## src/rtl/trig_route_pkg.sv

```systemverilog
// Shared encodings for the trigger router: source-combine modes and FSM states.
// The HOLDOFF state only exists when TRIG_ROUTE_HOLDOFF_EN is defined.
package trig_route_pkg;

   localparam logic [1:0] MODE_OR_LVL   = 2'd0;
   localparam logic [1:0] MODE_OR_EDGE  = 2'd1;
   localparam logic [1:0] MODE_AND_LVL  = 2'd2;
   localparam logic [1:0] MODE_AND_EDGE = 2'd3;

`ifdef TRIG_ROUTE_HOLDOFF_EN
   typedef enum logic [1:0] {
      ST_IDLE    = 2'd0,
      ST_FIRE    = 2'd1,
      ST_HOLDOFF = 2'd2
   } state_t;
`else
   typedef enum logic [1:0] {
      ST_IDLE = 2'd0,
      ST_FIRE = 2'd1
   } state_t;
`endif

   // Mode bit 0 selects edge behaviour, bit 1 selects the AND reduction.
   function automatic logic mode_is_edge(input logic [1:0] mode);
      return (mode == MODE_OR_EDGE) || (mode == MODE_AND_EDGE);
   endfunction

   function automatic logic mode_is_and(input logic [1:0] mode);
      return (mode == MODE_AND_LVL) || (mode == MODE_AND_EDGE);
   endfunction

endpackage

```

## src/rtl/trig_route_combine.sv

```systemverilog
// Masks the trigger sources, forms the OR and AND reductions and detects rising
// edges of each against a register that resets high (no fire right after reset).
module trig_route_combine
   import trig_route_pkg::*;
#(
   parameter int pSOURCES = 4
) (
   input  logic                fe_clk,
   input  logic                reset,
   input  logic [pSOURCES-1:0] I_src,
   input  logic [pSOURCES-1:0] I_enable,
   input  logic [1:0]          I_mode,
   output logic                O_or_val,
   output logic                O_and_val,
   output logic                O_event
);

   logic or_val;
   logic and_val;
   logic or_edge;
   logic and_edge;
   logic or_prev_q, or_prev_d;
   logic and_prev_q, and_prev_d;

   always_comb begin
      or_val     = |(I_src & I_enable);
      // An empty mask would make the AND reduction vacuously true; force it low.
      and_val    = (|I_enable) & (&(I_src | ~I_enable));
      or_edge    = or_val & ~or_prev_q;
      and_edge   = and_val & ~and_prev_q;
      or_prev_d  = or_val;
      and_prev_d = and_val;
   end

   always_comb begin
      O_event = 1'b0;
      case (I_mode)
         MODE_OR_LVL:   O_event = or_val;
         MODE_OR_EDGE:  O_event = or_edge;
         MODE_AND_LVL:  O_event = and_val;
         MODE_AND_EDGE: O_event = and_edge;
         default:       O_event = 1'b0;
      endcase
   end

   always_ff @(posedge fe_clk or posedge reset) begin
      if (reset) begin
         or_prev_q  <= 1'b1;
         and_prev_q <= 1'b1;
      end else begin
         or_prev_q  <= or_prev_d;
         and_prev_q <= and_prev_d;
      end
   end

   assign O_or_val  = or_val;
   assign O_and_val = and_val;

endmodule

```

## src/rtl/trig_route_ctrl.sv

```systemverilog
// Trigger router: combines masked sources, fires a registered trigger pulse, counts fires.
// Optional post-fire dead time is built only when TRIG_ROUTE_HOLDOFF_EN is defined.
module trig_route_ctrl
   import trig_route_pkg::*;
#(
   parameter int pSOURCES       = 4,
   parameter int pSTRETCH_WIDTH = 8,
   parameter int pHOLDOFF_WIDTH = 16,
   parameter int pCOUNT_WIDTH   = 16,
   parameter int pLED_BIT       = 22
) (
   input  logic                      fe_clk,
   input  logic                      reset,
   input  logic [pSOURCES-1:0]       I_src,
   input  logic [pSOURCES-1:0]       I_enable,
   input  logic [1:0]                I_mode,
   input  logic                      I_arm,
   input  logic                      I_oneshot,
   input  logic [pSTRETCH_WIDTH-1:0] I_stretch,
   input  logic [pHOLDOFF_WIDTH-1:0] I_holdoff,
   input  logic                      I_clear_count,
   output logic                      O_trig,
   output logic                      O_busy,
   output logic [pCOUNT_WIDTH-1:0]   O_trig_count,
   output logic                      O_led_alive,
   output logic [1:0]                O_dbg_state
);

   localparam logic [pSTRETCH_WIDTH-1:0] STRETCH_ONE = {{(pSTRETCH_WIDTH-1){1'b0}}, 1'b1};
   localparam logic [pCOUNT_WIDTH-1:0]   COUNT_ONE   = {{(pCOUNT_WIDTH-1){1'b0}}, 1'b1};
   localparam logic [pLED_BIT:0]         ACT_ONE     = {{pLED_BIT{1'b0}}, 1'b1};

   logic or_val;
   logic and_val;
   logic evt;
   logic level_val;
   logic fire_done;
   logic fire;

   state_t                    state_q, state_d;
   logic                      trig_q, trig_d;
   logic [1:0]                mode_q, mode_d;
   logic [pSTRETCH_WIDTH-1:0] stretch_q, stretch_d;
   logic                      spent_q, spent_d;
   logic [pCOUNT_WIDTH-1:0]   count_q, count_d;
   logic [pLED_BIT:0]         act_q, act_d;

`ifdef TRIG_ROUTE_HOLDOFF_EN
   localparam logic [pHOLDOFF_WIDTH-1:0] HOLD_ONE = {{(pHOLDOFF_WIDTH-1){1'b0}}, 1'b1};
   logic [pHOLDOFF_WIDTH-1:0] holdoff_q, holdoff_d;
`else
   logic unused_holdoff;
   assign unused_holdoff = ^I_holdoff;
`endif

   trig_route_combine #(
      .pSOURCES (pSOURCES)
   ) u_combine (
      .fe_clk    (fe_clk),
      .reset     (reset),
      .I_src     (I_src),
      .I_enable  (I_enable),
      .I_mode    (I_mode),
      .O_or_val  (or_val),
      .O_and_val (and_val),
      .O_event   (evt)
   );

   // FIRE decisions use the mode latched at entry, never the live I_mode.
   always_comb begin
      level_val = mode_is_and(mode_q) ? and_val : or_val;
      fire_done = mode_is_edge(mode_q) ? (stretch_q <= STRETCH_ONE) : ~level_val;
   end

   always_comb begin
      state_d   = state_q;
      trig_d    = trig_q;
      mode_d    = mode_q;
      stretch_d = stretch_q;
      fire      = 1'b0;
`ifdef TRIG_ROUTE_HOLDOFF_EN
      holdoff_d = holdoff_q;
`endif
      case (state_q)
         ST_IDLE: begin
            if (I_arm && evt && !spent_q) begin
               fire      = 1'b1;
               state_d   = ST_FIRE;
               trig_d    = 1'b1;
               mode_d    = I_mode;
               stretch_d = (I_stretch == '0) ? STRETCH_ONE : I_stretch;
            end
         end
         ST_FIRE: begin
            if (!I_arm) begin
               // Disarm aborts the pulse outright and skips any dead time.
               state_d = ST_IDLE;
               trig_d  = 1'b0;
            end else if (fire_done) begin
               trig_d = 1'b0;
`ifdef TRIG_ROUTE_HOLDOFF_EN
               if (I_holdoff != '0) begin
                  state_d   = ST_HOLDOFF;
                  holdoff_d = I_holdoff;
               end else begin
                  state_d = ST_IDLE;
               end
`else
               state_d = ST_IDLE;
`endif
            end else if (mode_is_edge(mode_q)) begin
               stretch_d = stretch_q - STRETCH_ONE;
            end
         end
`ifdef TRIG_ROUTE_HOLDOFF_EN
         ST_HOLDOFF: begin
            if (holdoff_q <= HOLD_ONE) begin
               state_d = ST_IDLE;
            end else begin
               holdoff_d = holdoff_q - HOLD_ONE;
            end
         end
`endif
         default: begin
            state_d = ST_IDLE;
            trig_d  = 1'b0;
         end
      endcase
   end

   always_comb begin
      count_d = count_q;
      if (I_clear_count) begin
         count_d = '0;
      end else if (fire && (count_q != '1)) begin
         count_d = count_q + COUNT_ONE;
      end

      spent_d = spent_q;
      if (!I_arm) begin
         spent_d = 1'b0;
      end else if (fire && I_oneshot) begin
         spent_d = 1'b1;
      end

      // Activity counter pauses while the trigger is high.
      act_d = trig_q ? act_q : (act_q + ACT_ONE);
   end

   always_ff @(posedge fe_clk or posedge reset) begin
      if (reset) begin
         state_q   <= ST_IDLE;
         trig_q    <= 1'b0;
         mode_q    <= MODE_OR_LVL;
         stretch_q <= '0;
         spent_q   <= 1'b0;
         count_q   <= '0;
         act_q     <= '0;
`ifdef TRIG_ROUTE_HOLDOFF_EN
         holdoff_q <= '0;
`endif
      end else begin
         state_q   <= state_d;
         trig_q    <= trig_d;
         mode_q    <= mode_d;
         stretch_q <= stretch_d;
         spent_q   <= spent_d;
         count_q   <= count_d;
         act_q     <= act_d;
`ifdef TRIG_ROUTE_HOLDOFF_EN
         holdoff_q <= holdoff_d;
`endif
      end
   end

   assign O_trig       = trig_q;
   assign O_trig_count = count_q;
   assign O_led_alive  = act_q[pLED_BIT];
   assign O_dbg_state  = state_q;
`ifdef TRIG_ROUTE_HOLDOFF_EN
   assign O_busy = (state_q != ST_IDLE);
`else
   assign O_busy = (state_q == ST_FIRE);
`endif

endmodule

```

## config.mk

```make
export PLATFORM = sky130hd
export DESIGN_NAME = trig_route_ctrl
export DESIGN_NICKNAME = d
export VERILOG_FILES = /design/src/rtl/trig_route_pkg.sv /design/src/rtl/trig_route_combine.sv /design/src/rtl/trig_route_ctrl.sv
export SDC_FILE = /design/constraint.sdc
export NUM_CORES = 1
export LEC_CHECK = 0
export BUFFER_PORTS_ARGS = -buffer_cell sky130_fd_sc_hd__buf_2
export CORE_AREA = 2 2 88 90
export DETAILED_ROUTE_END_ITERATION = 7
export DIE_AREA = 0 0 90 92
export HOLD_SLACK_MARGIN = 0.05
export PLACE_DENSITY = 0.57
export REMOVE_ABC_BUFFERS = 1
export SYNTH_ARGS = -nofsm -noshare
export SYNTH_HDL_FRONTEND = slang
export SYNTH_HIERARCHICAL = 1
export SYNTH_SLANG_ARGS = --single-unit
```

## constraint.sdc

```tcl
create_clock -name fe_clk -period 4.5 [get_ports fe_clk]
set_input_delay 0.225 -clock fe_clk [delete_from_list [all_inputs] [get_ports fe_clk]]
set_output_delay 0.225 -clock fe_clk [all_outputs]
set_load 0.05 [all_outputs]
```

== Yosys cells after proc, flatten, opt, wreduce, memory -nomap -nowiden ==
Cells that the tools add are included.
Word-level totals
  output and inout bits: 21
  bits of input ports: 39
  bits in registers: 55
Cells by class
  bitwise operators: 9
  multiplexer cells: 23
  reductions and logical operators: 18
  add/subtract/negate cells: 3
  $lt $le $gt $ge: 1
  eq/ne operators: 14
Operator list (count)
  2-to-1 mux 8 bit: 5
  2-to-1 mux 16 bit: 2
  adder 23 x 1 -> 23 bit (second input constant): 1
  adder 16 x 1 -> 16 bit (second input constant): 1
  != test 16 bit (second input constant): 1
  one-hot mux 8 bit (2 select lines): 1
  2-to-1 mux 1 bit: 9
  == test 2 bit (second input constant): 4
  less-or-equal comparator 8 x 1 -> 1 bit (second input constant): 1
  zero test 8 bit: 1
  OR reduction 4 bit: 2
  subtractor 8 x 1 -> 8 bit (second input constant): 1
  == test 2 x 1 -> 1 bit (second input constant): 3
  2-to-1 mux 2 bit: 3
  != test 2 bit (second input constant): 3
  AND reduction 5 bit: 1
  AND 4 bit: 1
  logical AND 1 bit: 4
  zero test 2 bit: 2
  != test 2 x 1 -> 1 bit (second input constant): 2
  inverter 4 bit: 1
  bitwise OR 4 bit: 1
  one-hot mux 1 bit (4 select lines): 1
  one-hot mux 2 bit (2 select lines): 1
  other kinds (9): 16

== Longest topological paths before layout ==
Gate-level depths: netlist of run 1.
  depth after elaboration: 13
  depth in mapped cells: 8

== By module ==
Netlist of run 1, hierarchy kept.
Modules (own cells, without submodules)
  trig_route_ctrl: instances 1, cells each 268, sequential area each 1276.2 µm², area each 2721.4 µm²
  trig_route_combine: instances 1, cells each 17, sequential area each 52.6 µm², area each 142.6 µm²

== Worst setup path before layout of run 1 ==
No wires, ideal clock.
  kind: reg2reg
  start point: reg count_q[6] (netlist: O_trig_count[6])
  end point: reg count_q[13] (netlist: O_trig_count[13])
  slack: 2.336 ns
  period minus slack after synthesis: 2.164 ns
  path buffers: 1
  arrival: 2.037 ns
  cell stages (with the launch flop): 6
  data required time: 4.372 ns
  cell sequence: dfrtp_1 > nand4_2 > or3_4 > buf_6 > nor4_1 > mux2_1
Between the ends
  longest elaborated chain between the ends: 3
  elaborated cells on any way between the ends: 6
  classes of those cells: add/sub: 1; eq/ne: 1; mux: 2; reduce/logical: 2
Ends and longest elaborated chain
  start: declaration: line trig_route_ctrl.sv:45  | logic [pCOUNT_WIDTH-1:0] count_q, count_d;
  start signal: assignment: line trig_route_ctrl.sv:168  | count_q <= count_d;
  adder 16 x 1 -> 16 bit / != test 16 bit (equally long branches): line trig_route_ctrl.sv:136, trig_route_ctrl.sv:135
  2-to-1 mux 16 bit / logical AND 1 bit (equally long branches): line trig_route_ctrl.sv:135  | end else if (fire && (count_q != '1)) begin
  2-to-1 mux 16 bit / nonzero test 2 bit (equally long branches)
Several ways; a longest one is shown, not always the timed one. The select of a mux whose other input is x is not followed.
A chain may end at the register's enable or synchronous reset.

== Worst setup path after layout of run 1 ==
  start point: reg u_combine.or_prev_q
  end point: reg count_q[13] (netlist: O_trig_count[13])
Between the ends
  longest elaborated chain between the ends: 9
Ends and longest elaborated chain
  start: declaration: line trig_route_combine.sv:22  | logic or_prev_q, or_prev_d;
  start signal: assignment: line trig_route_combine.sv:51  | or_prev_q <= or_prev_d;
  inverter 1 bit: line trig_route_combine.sv:29  | or_edge = or_val & ~or_prev_q;
  AND 1 bit: line trig_route_combine.sv:29
  one-hot mux 1 bit (4 select lines): line trig_route_combine.sv:37  | case (I_mode)
  net evt: line trig_route_ctrl.sv:35  | logic evt;
  logical AND 1 bit (2 in series): line trig_route_ctrl.sv:86  | if (I_arm && evt && !spent_q) begin
  2-to-1 mux 1 bit: line trig_route_ctrl.sv:86
  2-to-1 mux 1 bit: line trig_route_ctrl.sv:84  | case (state_q)
  logical AND 1 bit: line trig_route_ctrl.sv:135
  nonzero test 2 bit (no source line)
The timed path passes the listed nets, and every way through them passes these cells.

==> flow_summary.yaml, run 1 <==
run_status:
  outcome: "finished clean"
worst_setup_path:
  cp-start-kind: "register"
  critPathCaptureType: "register"
  worstPathRequired_ns: 4.71
  path_class: "reg -> reg"
  cp.arrival_ns: 2.74
  path_max_fanout: 15
global_routing:
  grt_usage_pct: 14.5
  grt_antenna_before_repair: 0
  grt_overflow: 0
  grt_pass1_vias: 2140
  grt_pass1_wl_um: 9870
  grt_max_degree: 52
clock_network:
  clk_latency_ns: 0.32
  clockRootBuffer: "clkbuf_8"
  cts_setup_buffers: 0
  numCtsBuffers: 5
  cts_buffer_depth: 2
  htree_levels: 2
  cts_num_sinks: 53
  cts_tree: "done"
  clk_pin_slew_worst_paths_ns: 0.10
power_and_ir_drop:
  p_per_area_nw_per_um2: 377
  p_int_mw: 0.804
  clock_power_share_pct: 22.8
  comb_power_share_pct: 23.3
  p_leak_nw: 1.42
  p_seq_share_pct: 53.9
  finalPower_mw: 1.22
  peakVddDrop_mv: 0.293
  switching_share_pct: 34.3
  p_sw_mw: 0.419
logic_synthesis:
  synthCells: 285
  synth_edf_count: 0
  synthesis.area_um2: 2860
  async_flop_share_pct: 100
  synth_area_leaders: "dfrtp_1 45%, xnor2_1 5.5%, nand2_1 3.7%"
  synth_top_area_cell: "dfrtp_1"
  yosysWarnings: 6
  ys_types: 55
  avgSynthCellArea_um2: 10.0
  synth_seq_cells: 53
  synth_top_flop_cell: "dfrtp_1"
  seq_area_frac_synth_pct: 46.4
  netlist.area_leader.share_pct: 44.6
die:
  dieWidth_um: 90
  rows: 32
  coreArea_um2: 7450
  io-pin-count: 60
  die_area_um2: 8280
  chipHeight_um: 92
  start_util_pct: 38.5
route:
  post_drt_wl_per_cell_um: 13.1
  num_vias: 2258
  wl_um: 5610
  postRouteAntennaNets: 0
  viasPerCell: 5.28
  drc: 0
  drt-initial-drc-count: 107
  first_pass_iters: 4
timing:
  slew_violations: 0
  setup_violations: 0
  setup_tns_ns: 0
  post-route-period-util_pct: 56.2
  period_needed_ns: 2.53
  worst_slack_ns: 1.97
  finalClockSkew_ns: 0.0125
  rsz0062_at_grt: "no"
  tightest_slew_ns: 0.696
  fmax_mhz: 395
  hold_violations: 0
  max_slew_margin_pct: 53.2
finish:
  multi_input_area_um2: 1430
  drive_above_1_share_pct: 21.5
  synthToLayoutAreaGrowth_pct: 13.2
  final_cells: 428
  num-nets-final: 368
  register_area_um2: 1330
  antennaDiodeCount: 0
  fillers: 741
placed_design:
  dp_hpwl_um: 3960
  post-place-ws_ns: 1.77
  port_buffers: 42
  gp_congestion: 0.815
  placed_cells: 419
run:
  cap_violations: 0
hold_path:
  hp-class: "in -> reg"
[cells by family (layout without fill, tap and decap cells)]
kind of cell,Yosys count,after routing,share of synthesized area [%]
buffers and inverters,20,61,3.63
xor gates and xnor gates,23,23,7.03
other,1,1,0.131
DFF,53,53,46.4
adders and majority gates,4,4,1.75
muxes,10,10,3.80
AOI/OAI and AO/OA,50,50,12.3
and+or+nand+nor,124,124,24.9
[flip-flops by register name, summed over array words and instances, names as in the netlist]
| signal | cells |
|---|---|
| spent_q | 1 |
| mode_q | 2 |
| u_combine/or_prev_q | 1 |
| O_trig_count | 16 |
| stretch_q | 8 |
| O_trig | 1 |
| u_combine/and_prev_q | 1 |
| act_q | 23 |
[placed cells by master, fill, tap and decap left out, types with 3 or more instances in the layout]
cell      netlist  routed
a21oi_1        12      12
xnor2_1        18      18
nor2b_1         6       6
a31oi_1         4       4
ha_1            4       4
or4_1           9       9
nor4_1          5       5
a211oi_1        6       6
nand4_1        12      12
mux2i_1         3       3
nor2_1         15      15
nand2b_1        5       5
and3_1          6       6
o41ai_1         3       3
mux2_2          6       6
nand2_1        28      28
inv_1           9       8
clkbuf_8        0       5
xor2_1          5       5
nor3b_1         3       3
dfrtp_1        51      51
o31ai_1         7       7
buf_2           2      42
nand3_1        12      12
o21ai_0         3       3
nor3_1          6       6
[final timing paths]
| check | from | endpoint | slack (ns) | depth (start not counted) |
|---|---|---|---|---|
| worst max register to register | u_combine/or_prev_q | O_trig_count[13] | 1.97 | 6 |
| worst max-delay path | u_combine/or_prev_q | O_trig_count[13] | 1.97 | 6 |
| max in group asynchronous | reset | act_q[9] | 3.43 | 4 |
| worst min-delay path | I_mode[1] | mode_q[1] | 0.15 | 3 |
| min in group asynchronous | reset | u_combine/or_prev_q | 0.49 | 3 |
| worst min register to register | act_q[22] | act_q[22] | 0.47 | 1 |
[stage by stage]
stage                     area (µm²)  hold slack, ns  utilization (%)
after floorplan                 2790           0.137                -
after global placement          3140           0.264             42.2
after detailed placement        3140           0.266             42.2
after CTS                       3240           0.144             43.5
after global routing            3240           0.157             43.5
final                           3240           0.149             43.5
[cell type report]
| type | count | share of cell area, % |
|---|---|---|
| Sequential cell | 53 | 41.0 |
| Multi-Input combinational cell | 212 | 44.1 |
| Inverter | 9 | 1.04 |
| Clock inverter | 3 | 0.772 |
| Clock buffer | 5 | 2.12 |
| Tap cell | 102 | 3.94 |
| Timing Repair Buffer | 44 | 7.02 |
[per-layer routing]
| metal | track usage [%] | vias up | part of all wire (%) |
|---|---|---|---|
| met5 | 0 | - | 0 |
| met1 | 19.9 | 1080 | 50 |
| li1 | - | 1142 | - |
| met3 | 2.63 | 5 | 3.0 |
| met4 | 5.00 | 0 | 1.4 |
| met2 | 23.1 | 31 | 46 |
[power by group through the flow]
stage	Sequential (mW)	Combinational [mW]	Clock, mW
floorplan	0.663	0.209	0
CTS	0.657	0.288	0.293
global placement	0.666	0.281	0
detailed placement	0.665	0.287	0
global route	0.675	0.322	0.310
finish	0.659	0.285	0.279
[cells in the mapped netlist (4+ instances only)]
master / number
a21oi_1: 12
nand2_1: 28
ha_1: 4
inv_1: 9
dfrtp_1: 51
or4_1: 9
mux2_2: 6
xor2_1: 5
nand4_1: 12
nor2_1: 15
clkbuf_1: 4
nand2b_1: 5
o31ai_1: 7
and3_1: 6
nand3_1: 12
xnor2_1: 18
nor2b_1: 6
nor3_1: 6
a211oi_1: 6
a31oi_1: 4
nor4_1: 5
[what timing repair did]
item | in CTS | in global routing
resized for setup | 0 | 0
endpoints found under the hold margin | 2 | 0
hold buffers | 1 | 0
[critical path: stages, from the launching register on]
cell and delay [ns]:
dfstp_2 0.37, a221o_1 0.33, o31ai_1 0.09, and4bb_2 0.50, nand3_1 0.37, nor4_1 0.41, mux2_1 0.35
Power figures use the tool's default switching activity.
==> inputs of run 2 (changes only) <==
- clock period: 4.5 -> 2.6 ns (I/O delays scaled with it)
==> run 2 against run 1 <==
Effect of this change: critical path depth up 2; worst hold slack worse by 0.081 ns; core utilization up 0.67 points; critical path type is now in -> reg; setup slack worse by 1.7 ns; highest routed layer unchanged; final cell count up 1.4%; first-iteration DRC count down 11%; die area unchanged; count of clock-buffer cells in the layout up 1; final area up 1.5%.
==> flow_summary.yaml, run 2 (same netlist as run 1, synthesis figures left out) <==
power_and_ir_drop:
  peakVddDrop_mv: 0.383
  p_int_mw: 1.42
  finalPower_mw: 2.14
  switching_share_pct: 33.4
  comb_power_share_pct: 24.2
  p_leak_nw: 1.46
  clock_power_share_pct: 22.8
  p_sw_mw: 0.714
  p_per_area_nw_per_um2: 648
  p_seq_share_pct: 53.0
timing:
  hold_slack_ns: 0.0676
  fmax_mhz: 422
  tightest_slew_ns: 0.760
  slew_violations: 0
  rsz0062_at_grt: "no"
  post-route-period-util_pct: 91.1
  max_slew_margin_pct: 48.9
  hold_violations: 0
  period_needed_ns: 2.37
  setup_tns_ns: 0
  setup_violations: 0
  finalClockSkew_ns: 0.0148
route:
  wl_um: 5810
  num_vias: 2312
  drt-initial-drc-count: 95
  postRouteAntennaNets: 0
  first_pass_iters: 4
  post_drt_wl_per_cell_um: 13.4
  drc: 0
  viasPerCell: 5.33
clock_network:
  cts_setup_buffers: 0
  htree_levels: 2
  clockRootBuffer: "clkbuf_8"
  cts_resized: 0
  cts_buffer_depth: 2
  numCtsBuffers: 5
  cts_num_sinks: 53
  clk_pin_slew_worst_paths_ns: 0.10
  cts_tree: "done"
  clk_latency_ns: 0.31
finish:
  synthToLayoutAreaGrowth_pct: 15.0
  final_cell_mix: "51 x dfrtp_1, 42 x buf_2, 28 x nand2_1"
  final_cells: 434
  drive_above_1_share_pct: 22.6
  top_register: "act_q"
  largest_reg_flops: 23
  num-nets-final: 374
  antennaDiodeCount: 0
  mostFrequentLayoutCell: "dfrtp_1"
  fillers: 754
  multi_input_area_um2: 1430
  register_area_um2: 1330
hold_path:
  worstHoldStart: "I_mode[1]"
  min_path_cells: 3
  hp-class: "in -> reg"
  whs_endpoint: "mode_q[1]"
worst_setup_path:
  r2r_end: "O_trig_count[13]"
  cp-start-kind: "input pin"
  rr_startpoint: "u_combine/or_prev_q"
  r2r_setup_slack_ns: 0.36
  worstPathRequired_ns: 2.80
  r2r_cells: 6
  path_max_fanout: 11
  critPathCaptureType: "register"
  path_class: "in -> reg"
  cp.arrival_ns: 2.57
die:
  dieWidth_um: 90
  coreArea_um2: 7450
  chipHeight_um: 92
  die_area_um2: 8280
  start_util_pct: 38.5
  rows: 32
  io-pin-count: 60
global_routing:
  grt_pass1_wl_um: 10300
  grt_pass1_vias: 2192
  grt_usage_pct: 15.0
  grt_antenna_before_repair: 0
  grt_overflow: 0
  grt_max_degree: 25
placed_design:
  placed_cells: 424
  dp_hpwl_um: 4190
  port_buffers: 42
  gp_congestion: 0.782
run:
  cap_violations: 0
run_status:
  outcome: "finished clean"
-- run 2: power by group through the flow --
stage	Sequential [mW]	Combinational, mW	Clock, mW
3_3_place_gp	1.14	0.510	0
4_1_cts	1.13	0.522	0.512
3_5_place_dp	1.14	0.517	0
6_report	1.13	0.517	0.487
2_1_floorplan	1.15	0.362	0
5_1_grt	1.16	0.588	0.550
-- run 2: per-layer routing --
metal | GRT usage (%) | vias to the layer above | part of all wire, %
li1 | - | 1147 | -
met1 | 20.3 | 1116 | 49
met2 | 25.0 | 45 | 47
met3 | 2.55 | 4 | 3.4
met4 | 4.23 | 0 | 0.83
met5 | 0 | - | 0
-- run 2: cell type report --
cell class | count | area share (%)
clock buffers | 6 | 2.51
clock inverters | 2 | 0.418
inverters | 9 | 1.03
multi-input cells | 212 | 43.5
flip-flops and latches | 53 | 40.3
well taps | 102 | 3.88
repair buffers | 50 | 8.36
-- run 2: how the worst max path moves through the flow --
stage	to	start	slack (ns)
finish	O_trig_count[13]	I_mode[0]	0.23
global route	O_trig_count[13]	I_mode[0]	0.08
CTS	O_trig_count[13]	I_mode[0]	0.25
detailed placement	O_trig_count[13]	I_enable[0]	0.31
global placement	O_trig_count[13]	I_enable[0]	0.30
floorplan	O_trig_count[13]	O_trig	-0.18
-- run 2: critical path, stage by stage --
cell	delay, ns
dlygate4sd3_1	0.54
buf_2	0.14
a221o_1	0.31
o31ai_1	0.09
and4bb_2	0.28
nand3_1	0.30
nor4_1	0.41
mux2_1	0.35
-- run 2: metrics by stage --
step,area (µm²),worst slack (ns),utilization (%)
detailed placement,3180,0.307,42.7
floorplan,2790,-0.180,-
global route,3290,0.0775,44.2
global placement,3180,0.297,42.7
CTS,3290,0.245,44.2
finish,3290,0.232,44.2
-- run 2: what timing repair did --
action / CTS / global route
hold buffers: 2 / 0
endpoints found under the setup margin: 0 / 0
endpoints found under the hold margin: 25 / 0
==> inputs of run 3 (changes only) <==
- CORE_AREA: 2 2 88 90 -> 2 2 113 71
- CTS_BUF_LIST: default -> sky130_fd_sc_hd__clkbuf_4
- DIE_AREA: 0 0 90 92 -> 0 0 115 73
- REMOVE_ABC_BUFFERS: 1 -> default
==> run 3 against run 2 <==
Effect of this change: count of clock-buffer cells in the layout stayed put; global-route usage is 1.3 points higher; clock power about the same; core utilization grew 0.88 points; non-clock buffer count rose by 12; sequential power barely moved; largest power group unchanged; highest routed layer unchanged.
==> flow_summary.yaml, run 3 (same netlist as run 1, synthesis figures left out) <==
power_and_ir_drop:
  p_per_area_nw_per_um2: 641
  p_seq_share_pct: 52.6
  p_leak_nw: 1.50
  peakVddDrop_mv: 0.197
  p_int_mw: 1.43
  comb_power_share_pct: 25.1
  p_sw_mw: 0.739
  clock_power_share_pct: 22.4
  switching_share_pct: 34.1
timing:
  tightest_slew_ns: 0.732
  setup_violations: 0
  max_slew_margin_pct: 51.1
  fmax_mhz: 414
  setup_tns_ns: 0
  slew_violations: 0
  rsz0062_at_grt: "no"
  hold_slack_ns: 0.0741
  period_needed_ns: 2.42
  hold_violations: 0
  post-route-period-util_pct: 92.9
  finalClockSkew_ns: 0.0152
worst_setup_path:
  worstPathRequired_ns: 2.89
  cp.arrival_ns: 2.70
  path_class: "in -> reg"
  path_max_fanout: 11
  r2r_end: "O_trig_count[13]"
  cp_cell_sequence: "dlygate4sd3_1, buf_2, nand2b_1, o2111ai_1, o31ai_1, and4bb_2, nand3_1, nor4_1, mux2_1"
  critPathCaptureType: "register"
  rr_startpoint: "u_combine/or_prev_q"
  cpPeakStageDelay_ns: 0.53
  critPathBufInv: 2
  slowest_stage: "dlygate4sd3_1"
  r2r_setup_slack_ns: 0.32
  path_delay_family: "simple AND/OR/NAND/NOR gates"
  cp-start-kind: "input pin"
  r2r_cells: 6
route:
  wl_um: 6370
  viasPerCell: 5.39
  first_pass_iters: 4
  drt-initial-drc-count: 119
  post_drt_wl_per_cell_um: 14.5
  postRouteAntennaNets: 0
  num_vias: 2363
  drc: 0
finish:
  top_register: "act_q"
  final_core_util_pct: 45.1
  mostFrequentLayoutCell: "dfrtp_1"
  fillers: 735
  largest_reg_flops: 23
  synthToLayoutAreaGrowth_pct: 18.2
  final_cell_mix: "51 x dfrtp_1, 42 x buf_2, 28 x nand2_1"
  antennaDiodeCount: 0
  num-nets-final: 386
  drive_above_1_share_pct: 21.5
die:
  start_util_pct: 38.2
  rows: 25
  die_area_um2: 8400
  dieWidth_um: 115
  io-pin-count: 60
  chipHeight_um: 73
  coreArea_um2: 7510
global_routing:
  grt_antenna_before_repair: 0
  grt_usage_pct: 16.3
  grt_max_degree: 35
  grt_overflow: 0
  grt_pass1_vias: 2234
  grt_pass1_wl_um: 10800
clock_network:
  clockRootBuffer: "clkbuf_4"
  numCtsBuffers: 5
  cts_buffer_depth: 2
  cts_num_sinks: 53
  clk_pin_slew_worst_paths_ns: 0.16
  cts_setup_buffers: 0
  clk_latency_ns: 0.39
  cts_tree: "done"
  htree_levels: 2
placed_design:
  gp_congestion: 0.819
  dp_hpwl_um: 4550
  port_buffers: 42
hold_path:
  min_path_cells: 3
  hp-class: "in -> reg"
  whs_endpoint: "stretch_q[1]"
  worstHoldStart: "I_stretch[1]"
logic_synthesis:
  syn_nets: 328
run_status:
  outcome: "finished clean"
run:
  cap_violations: 0
==> run 3: changes by cell type in the layout (fill, tap and decap cells not counted) <==
cell,change
clkbuf_4,+6
clkinv_1,+1
dlygate4sd3_1,+12
bufinv_16,+1
clkinv_2,-1
clkbuf_8,-6
clkinv_4,-1
==> run 3: area by class of cell <==
| type | count | area [µm²] | share of cell area (%) |
|---|---|---|---|
| clock inverter | 2 | 33.8 | 0.998 |
| inverter | 9 | 33.8 | 0.998 |
| clock buffer | 6 | 45.0 | 1.33 |
| multi-input combinational | 212 | 1430 | 42.3 |
| timing repair buffer | 62 | 395 | 11.7 |
| tap | 94 | 118 | 3.47 |
| sequential | 53 | 1330 | 39.2 |
==> run 3: stage by stage <==
step                setup slack (ns)  power [mW]  instance area (µm²)  instances
finish                         0.184        2.17                 3390        438
global route                  0.0212        2.31                 3390        438
CTS                            0.208        2.18                 3390        438
detailed placement             0.266        1.68                 3170        416
global placement               0.307        1.66                 3170        416
floorplan                      0.436        1.53                 2860        285
==> run 3: worst max path at each step <==
stage	endpoint	slack [ns]	depth (start not counted)	startpoint
5_1_grt	O_trig_count[13]	0.02	9	I_src[3]
3_5_place_dp	O_trig_count[13]	0.27	8	I_enable[0]
2_1_floorplan	O_trig_count[13]	0.44	5	O_trig_count[6]
6_report	O_trig_count[13]	0.18	9	I_src[3]
4_1_cts	O_trig_count[13]	0.21	9	I_src[3]
3_3_place_gp	O_trig_count[13]	0.31	8	I_enable[0]
==> run 3: repair_timing <==
item	CTS	global route
gates resized for setup	0	0
hold buffers	14	0
hold endpoints to repair	44	0
==> run 3: worst reg2reg max path, stage by stage (launching register included) <==
cell and delay [ns]:
dfstp_2 0.39, a221o_1 0.34, o31ai_1 0.10, and4bb_2 0.30, nand3_1 0.32, nor4_1 0.40
mux2_1 0.35
==> run 3: power by group through the flow <==
| stage | Clock [mW] | Sequential (mW) | Combinational [mW] |
|---|---|---|---|
| 5_1_grt | 0.537 | 1.16 | 0.612 |
| 3_3_place_gp | 0 | 1.15 | 0.511 |
| 3_5_place_dp | 0 | 1.15 | 0.526 |
| 4_1_cts | 0.497 | 1.14 | 0.547 |
| 2_1_floorplan | 0 | 1.12 | 0.406 |
| 6_report | 0.485 | 1.14 | 0.544 |
==> run 3: metal layers <==
metal	vias up	track usage [%]	share of wire (%)
met2	57	21.6	38
met1	1129	25.7	55
met5	-	0	0
met4	0	3.21	0.83
li1	1170	-	-
met3	7	4.98	6.1
